`src/rtl/helper_axis_stream_generator.sv`:
```
// Synthesizable AXI-Stream test source: counter/LFSR/constant/alternating data,
// finite or free-running bursts, periodic TLAST and deterministic valid throttling.
module helper_axis_stream_generator #(
    parameter int DATA_WIDTH   = 10,
    parameter int COUNT_WIDTH  = 16,
    parameter int LAST_PERIOD  = 16,
    parameter int STALL_PERIOD = 0
) (
    input  logic                   clk,
    input  logic                   rst,
    input  logic                   start,
    input  logic                   enable,
    input  logic [1:0]             mode,
    input  logic [DATA_WIDTH-1:0]  seed,
    input  logic [COUNT_WIDTH-1:0] beat_count,
    output logic                   output_valid,
    output logic [DATA_WIDTH-1:0]  output_data,
    output logic                   output_last,
    input  logic                   output_ready,
    output logic                   done
);
    typedef enum logic [2:0] {S_IDLE, S_LOAD, S_STREAM, S_STALL, S_DONE} state_t;

    localparam logic [31:0]            LFSR_MASK = 32'h80200003;
    localparam logic [COUNT_WIDTH-1:0] LAST_M1   = COUNT_WIDTH'(LAST_PERIOD - 1);
    localparam logic [COUNT_WIDTH-1:0] STALL_M1  = COUNT_WIDTH'(STALL_PERIOD - 1);
    localparam logic [COUNT_WIDTH-1:0] CNT_ONE   = COUNT_WIDTH'(1);

    state_t                 state;
    logic [1:0]             mode_q;
    logic [DATA_WIDTH-1:0]  seed_q;
    logic [COUNT_WIDTH-1:0] count_q;
    logic [COUNT_WIDTH-1:0] beat_idx;
    logic [COUNT_WIDTH-1:0] phase;
    logic [COUNT_WIDTH-1:0] stall_cnt;
    logic [31:0]            lfsr;
    logic                   pending;

    logic                   hs;
    logic                   is_final;
    logic [COUNT_WIDTH-1:0] next_idx;
    logic [COUNT_WIDTH-1:0] next_phase;
    logic [31:0]            lfsr_next;
    logic [31:0]            seed_load;
    logic [DATA_WIDTH-1:0]  next_data;

    function automatic logic [31:0] lfsr_step(input logic [31:0] s);
        return (s >> 1) ^ (s[0] ? LFSR_MASK : 32'd0);
    endfunction

    // TLAST for a beat at LAST phase ph and burst index idx of a cnt-beat burst
    function automatic logic last_for(input logic [COUNT_WIDTH-1:0] ph,
                                      input logic [COUNT_WIDTH-1:0] idx,
                                      input logic [COUNT_WIDTH-1:0] cnt);
        return ((LAST_PERIOD != 0) && (ph == LAST_M1)) ||
               ((cnt != '0) && (idx == cnt - CNT_ONE));
    endfunction

    // A presented beat stays valid until accepted, even if enable drops
    assign output_valid = (state == S_STREAM) && (enable || pending);
    assign hs           = output_valid && output_ready;
    assign is_final     = (count_q != '0) && (beat_idx == count_q - CNT_ONE);
    assign next_idx     = beat_idx + CNT_ONE;
    assign next_phase   = ((LAST_PERIOD != 0) && (phase == LAST_M1)) ? '0 : phase + CNT_ONE;
    assign lfsr_next    = lfsr_step(lfsr);
    assign seed_load    = (seed_q == '0) ? 32'd1 : 32'(seed_q);

    always_comb begin
        next_data = seed_q;
        case (mode_q)
            2'd0:    next_data = output_data + DATA_WIDTH'(1);
            2'd1:    next_data = lfsr_next[DATA_WIDTH-1:0];
            2'd2:    next_data = seed_q;
            default: next_data = ~output_data;
        endcase
    end

    always_ff @(posedge clk or negedge rst) begin
        if (!rst) begin
            state       <= S_IDLE;
            mode_q      <= '0;
            seed_q      <= '0;
            count_q     <= '0;
            beat_idx    <= '0;
            phase       <= '0;
            stall_cnt   <= '0;
            lfsr        <= 32'd1;
            pending     <= 1'b0;
            output_data <= '0;
            output_last <= 1'b0;
            done        <= 1'b0;
        end else begin
            case (state)
                S_IDLE, S_DONE: begin
                    if (start) begin
                        mode_q  <= mode;
                        seed_q  <= seed;
                        count_q <= beat_count;
                        done    <= 1'b0;
                        state   <= S_LOAD;
                    end
                end
                S_LOAD: begin
                    beat_idx    <= '0;
                    phase       <= '0;
                    stall_cnt   <= '0;
                    pending     <= 1'b0;
                    lfsr        <= seed_load;
                    output_data <= (mode_q == 2'd1) ? seed_load[DATA_WIDTH-1:0] : seed_q;
                    output_last <= last_for('0, '0, count_q);
                    state       <= S_STREAM;
                end
                S_STREAM: begin
                    if (hs) begin
                        pending     <= 1'b0;
                        beat_idx    <= next_idx;
                        phase       <= next_phase;
                        output_data <= next_data;
                        output_last <= last_for(next_phase, next_idx, count_q);
                        if (mode_q == 2'd1)
                            lfsr <= lfsr_next;
                        if (is_final) begin
                            done  <= 1'b1;
                            state <= S_DONE;
                        end else if ((STALL_PERIOD != 0) && (stall_cnt == STALL_M1)) begin
                            stall_cnt <= '0;
                            state     <= S_STALL;
                        end else begin
                            stall_cnt <= stall_cnt + CNT_ONE;
                        end
                    end else begin
                        pending <= output_valid;
                    end
                end
                S_STALL: state <= S_STREAM;
                default: state <= S_IDLE;
            endcase
        end
    end
endmodule

```
`config.mk`:
```
export PLATFORM = sky130hd
export DESIGN_NAME = helper_axis_stream_generator
export DESIGN_NICKNAME = d
export VERILOG_FILES = /design/src/rtl/helper_axis_stream_generator.sv
export SDC_FILE = /design/constraint.sdc
export NUM_CORES = 1
export LEC_CHECK = 0
export BUFFER_PORTS_ARGS = -buffer_cell sky130_fd_sc_hd__buf_2
export CAP_MARGIN = 20
export CORE_MARGIN = 4
export CORE_UTILIZATION = 33
export DETAILED_ROUTE_END_ITERATION = 12
export MAX_ROUTING_LAYER = met4
export PLACE_DENSITY = 0.51
export SLEW_MARGIN = 20
export SYNTH_ARGS = -nofsm -noshare
export SYNTH_HDL_FRONTEND = slang
export SYNTH_SLANG_ARGS = --single-unit
```
`constraint.sdc`:
```
create_clock -name clk -period 2.9 [get_ports clk]
set_input_delay 0.58 -clock clk [delete_from_list [all_inputs] [get_ports clk]]
set_output_delay 0.58 -clock clk [all_outputs]
set_load 0.05 [all_outputs]
```
After elaboration in Yosys (flattened, before gate mapping)
Index checks and enable logic that the tools add are counted.

word-level totals
  register bits after elaboration = 108
  bits of input ports = 33

operators by class
  add/sub/neg operators = 4
  equality and inequality tests = 14
  mux-type cells = 26
  bitwise operators = 2
  reduce and logical (&&, ||, !) cells = 21

operators with widths
  operator                                                               count
  32-bit 2-to-1 mux                                                      3
  16-bit case mux with 2 select lines                                    2
  32-bit case mux with 2 select lines                                    1
  16-bit 2-to-1 mux                                                      3
  16-bit by 1-bit adder with 16-bit output (second input constant)       2
  16-bit == test                                                         2
  16-bit by 4-bit == test with 1-bit output (second input constant)      2
  31-bit by 32-bit bitwise XOR with 32-bit output                        1
  10-bit 2-to-1 mux                                                      3
  10-bit case mux with 3 select lines                                    1
  10-bit case mux with 2 select lines                                    1
  16-bit logical NOT                                                     1
  16-bit nonzero test                                                    1
  16-bit by 1-bit subtractor with 16-bit output (second input constant)  1
  10-bit by 1-bit adder with 10-bit output (second input constant)       1
  10-bit logical NOT                                                     1
  10-bit inverter                                                        1
  3-bit 2-to-1 mux                                                       3
  3-bit case mux with 3 select lines                                     1
  3-bit by 2-bit == test with 1-bit output (second input constant)       2
  2-bit inequality test (second input constant)                          3
  1-bit case mux with 2 select lines                                     3
  3-bit AND reduction                                                    2
  1-bit logical AND                                                      5
  other kinds (13)                                                       21

Longest topological paths before layout
  depth after elaboration = 6
  gate-level depth with buffers = 11
  depth with buffers taken out = 10

Worst setup path after synthesis
No wires, ideal clock.

  kind = reg-to-reg
  start = reg state[0]
  end = reg lfsr[5]
  library setup time = 0.082 ns
  data arrival time = 2.862 ns
  path slack = -0.044 ns
  cell stages (with the launch flop) = 11
  clock period less this slack = 2.944 ns
  path through = dfrtp_1 -> or3_1 -> clkbuf_1 -> nor2_1 -> and2_1 -> clkbuf_1 -> nor2_1 -> nor2_1 -> clkbuf_1 -> nor2_1 -> a31oi_1

on the way
  longest elaborated chain between the ends = 5
  elaborated cells on any way between the ends = 9
  those cells by class = eq/ne: 4; mux: 1; reduce/logical: 4

ends and longest elaborated chain
  what                                      line  text
  start: declaration                        29    state_t state;
  start signal: assignment                  80    state <= S_IDLE;
  start signal: assignment                  100   state <= S_LOAD;
  start signal: assignment                  111   state <= S_STREAM;
  3-bit by 2-bit == test with 1-bit output  60    assign output_valid = (state == S_STREAM) && (enable || pending);
  1-bit logical AND                         60
  via output_valid                          16    output logic output_valid,
  1-bit logical AND                         61    assign hs = output_valid && output_ready;
  2-bit inequality test (no source line)    -
  3-bit AND reduction (no source line)      -
  end signal: assignment                    108   lfsr <= seed_load;
  end signal: assignment                    121   lfsr <= lfsr_next;
  end: declaration                          36    logic [31:0] lfsr;

The timed path passes the listed nets, and every way through them passes these cells.
A chain may end at the register's enable or synchronous reset.

Worst setup path after layout
  start = reg count_q[1]
  end = reg state[1]

on the way
  longest elaborated chain between the ends = 5
  elaborated cells on any way between the ends = 6
  those cells by class = add/sub: 1; eq/ne: 2; reduce/logical: 3

ends and longest elaborated chain
  what                                           line  text
  start: declaration                             32    logic [COUNT_WIDTH-1:0] count_q;
  start signal: assignment                       98    count_q <= beat_count;
  16-bit by 1-bit subtractor with 16-bit output  62    assign is_final = (count_q != '0) && (beat_idx == count_q - CNT_ONE);
  16-bit == test                                 62
  1-bit logical AND *                            62
  2-bit inequality test (no source line) *       -
  3-bit AND reduction (no source line) *         -

Every way passes the cells marked *; elsewhere a longest branch is shown, timed or not.

==> metrics.cfg <==
[run]
maxCapViolCount = 0

[clock_tree]
cts.sinks = 108
clock-root-buffer = clkbuf_16
hold_buffers = 0
cts_tree = done
cts_buffer_depth = 2
cts_buffers = 9
htreeDepth = 3
clk_latency_ns = 0.36
clk_pin_slew_worst_paths_ns = 0.08

[synth]
yosysSeqAreaShare_pct = 41.8
netlist_area_mm2 = 0.00647
synth-async-reset-ratio_pct = 100
syn_area_per_cell_um2 = 8.84
synth_flop_cell = dfrtp_1
ys_ff_latch = 108
synth_warnings = 0
synth_edf_count = 0
syn-num-nets = 770
synth_cell_types = 64
synth_cells = 732

[worst_setup_path]
critical_path.reg2reg.startpoint = count_q[1]
crit_path_end_kind = register
slowest_delay_ns = 0.54
slowest_stage = or4_4
critPathLaunch = count_q[1]
cp_max_fo = 5
crit_path_frequent_cell = nor2_1
cp.required_ns = 3.14
crit_arrival_ns = 3.01
path_cells = inv_1 > ha_2 > nor3b_1 > xnor2_1 > nor2_1 > nand4_1 > or4_4 > or4b_4 > a21oi_1 > nor2_1
worstSetupPathType = reg2reg
critical_path.startpoint_type = register

[floorplanning]
die_w_um = 148
start_util_pct = 34.0
fp.dieArea_mm2 = 0.0219
rows = 50
die_h_um = 148
pin_count = 46
core_area_mm2 = 0.0190

[layout]
final_util_pct = 38.6
fin_nets = 799
final_layout_size_suffix_gt1_share_pct = 16.6
n_fill_cell = 1955
antenna_cells = 0
area_growth_pct = 13.4

[min_path]
hold_class = in2async

[sta]
period_minus_slack_ns = 2.77
maxSlewHeadroom_pct = 54.2
fmax_ghz = 0.361
maxSlewViolCount = 0
hold_violations = 0
finalSetupViolations = 0
tightestPinTransition_ns = 0.687
setup_slack_ns = 0.130
finClkSkew_ns = 0.00837
post-route-period-util_pct = 95.5

[routing]
via_count = 5520
drc_errors = 0
via_per_inst = 5.38
routed_wl_um = 16800
post_drt_wl_per_cell_um = 16.4
final_antenna_net_count = 0
dr.first_iter.drc_count = 515
dr.pass1.iters = 5

[grt]
grt_overflow_total = 0
grt_pass1_wl_um = 27900
grt_max_degree = 51
first_global_vias = 5387
grt_usage_pct = 16.0
antenna_found_initial = 0

[placed_design]
place_congestion = 0.888
preCtsSetupSlack_ns = 0.123
dp_hpwl_um = 12100
io_buffers = 45

[power]
powerDensity_mw_per_mm2 = 936
leakage_nw = 3.04
ir_drop_mv = 0.344
power_mw = 6.87

[outcome]
status = finished clean

==> kinds of logic after synthesis <==
kind of cell | share of synthesized area [%]
muxes | 5.32
AOI/OAI and AO/OA | 17.6
xor gates and xnor gates | 8.38
DFF | 41.8
adders and majority gates | 0.967
buffers and inverters | 4.12
and+or+nand+nor | 21.8
==> worst max-delay path: cells and delay by family, from the launching register on <==
kind	cells	cell delay, ns
compound gates	1	0.16
xor+xnor	1	0.15
fa+ha+maj	1	0.24
buf+inv	1	0.13
flops	1	0.42
simple gates	6	1.55
==> state kept, by name, summed over array words and instances, names as in the netlist <==
register	cells
seed_q	10
state	3
pending	1
count_q	16
done	1
output_data	10
beat_idx	16
lfsr	32
mode_q	2
output_last	1
phase	16
==> cells in the mapped netlist (4+ instances only) <==
| cell | number | area share (%) |
|---|---|---|
| and4_1 | 4 | 0.54 |
| nor4_1 | 6 | 0.58 |
| mux2i_1 | 4 | 0.62 |
| nand3_1 | 19 | 1.5 |
| mux2_2 | 25 | 4.4 |
| nor2_1 | 50 | 2.9 |
| nor2b_1 | 5 | 0.48 |
| clkbuf_1 | 46 | 2.7 |
| xor2_1 | 16 | 2.2 |
| a21oi_1 | 24 | 1.9 |
| a31oi_1 | 16 | 1.5 |
| o211ai_1 | 4 | 0.46 |
| nand2_1 | 118 | 6.8 |
| nor3_1 | 14 | 1.1 |
| or3_1 | 8 | 0.77 |
| a22oi_1 | 7 | 0.81 |
| a22o_1 | 6 | 0.81 |
| nand4_1 | 13 | 1.3 |
| o22ai_1 | 5 | 0.48 |
| or4_1 | 6 | 0.70 |
| xnor3_1 | 4 | 1.4 |
| and2_1 | 5 | 0.48 |
| inv_1 | 12 | 0.70 |
| o21ai_1 | 26 | 2.0 |
| o21ai_0 | 62 | 4.8 |
| xnor2_1 | 31 | 4.2 |
| o31ai_1 | 11 | 1.3 |
| ha_1 | 5 | 0.97 |
| o41ai_1 | 5 | 0.68 |
| and3_1 | 15 | 1.5 |
| dfrtp_1 | 107 | 41 |
==> layer usage <==
metal / GRT usage [%] / vias to the layer above / wire [um]
li1: - / 2687 / -
met1: 22.0 / 2654 / 7950
met2: 23.9 / 149 / 7650
met3: 2.21 / 30 / 818
met4: 6.61 / 0 / 369
met5: - / - / 0
==> power breakdown <==
group          internal [mW]  switching, mW
clock                  0.680          0.606
sequential              1.96          0.736
combinational           1.28           1.61
total                   3.92           2.95
==> final timing paths <==
kind	end	slack [ns]	depth (start not counted)
worst max-delay path	state[1]	0.13	10
worst min register to register	lfsr[21]	0.48	2
max in group asynchronous	lfsr[28]	2.01	2
worst min-delay path	phase[15]	0.16	1
worst max register to register	state[1]	0.13	10
min in group clk	mode_q[0]	0.42	3
==> cell usage in the layout (no fill, tap or decap), types with 11 or more instances in the layout <==
cell type,instances
o21ai_1,26
nand4_1,13
a21oi_1,24
xor2_1,16
dfrtp_1,107
a31oi_1,16
buf_4,25
inv_1,12
xnor2_1,30
and3_1,15
o31ai_1,11
mux2_2,25
o21ai_0,62
buf_2,44
nand3_1,19
nor3_1,13
nor2_1,48
nand2_1,118
==> cell type report <==
| cell class | instances | area (um^2) | area share, % |
|---|---|---|---|
| clock buffers | 10 | 229 | 3.12 |
| clock inverters | 6 | 76.3 | 1.04 |
| inverters | 13 | 48.8 | 0.665 |
| multi-input cells | 559 | 3530 | 48.1 |
| flip-flops and latches | 108 | 2700 | 36.8 |
| well taps | 260 | 325 | 4.43 |
| repair buffers | 70 | 428 | 5.83 |
==> repair_timing <==
item	in CTS	in global routing
endpoints found under the setup margin	0	1
endpoints found under the hold margin	0	0
buffers inserted	0	2
resized for setup	0	4
==> stage by stage <==
stage          hold WS [ns]  setup TNS [ns]  cells  instance area, um^2
2_1_floorplan         0.284               0    732                 6470
3_3_place_gp          0.463               0   1008                 7000
3_5_place_dp          0.470               0   1008                 7000
4_1_cts               0.169               0   1024                 7300
5_1_grt               0.188        -0.00741   1026                 7340
6_report              0.157               0   1026                 7340
No activity file was read; power rests on OpenSTA's default activity.
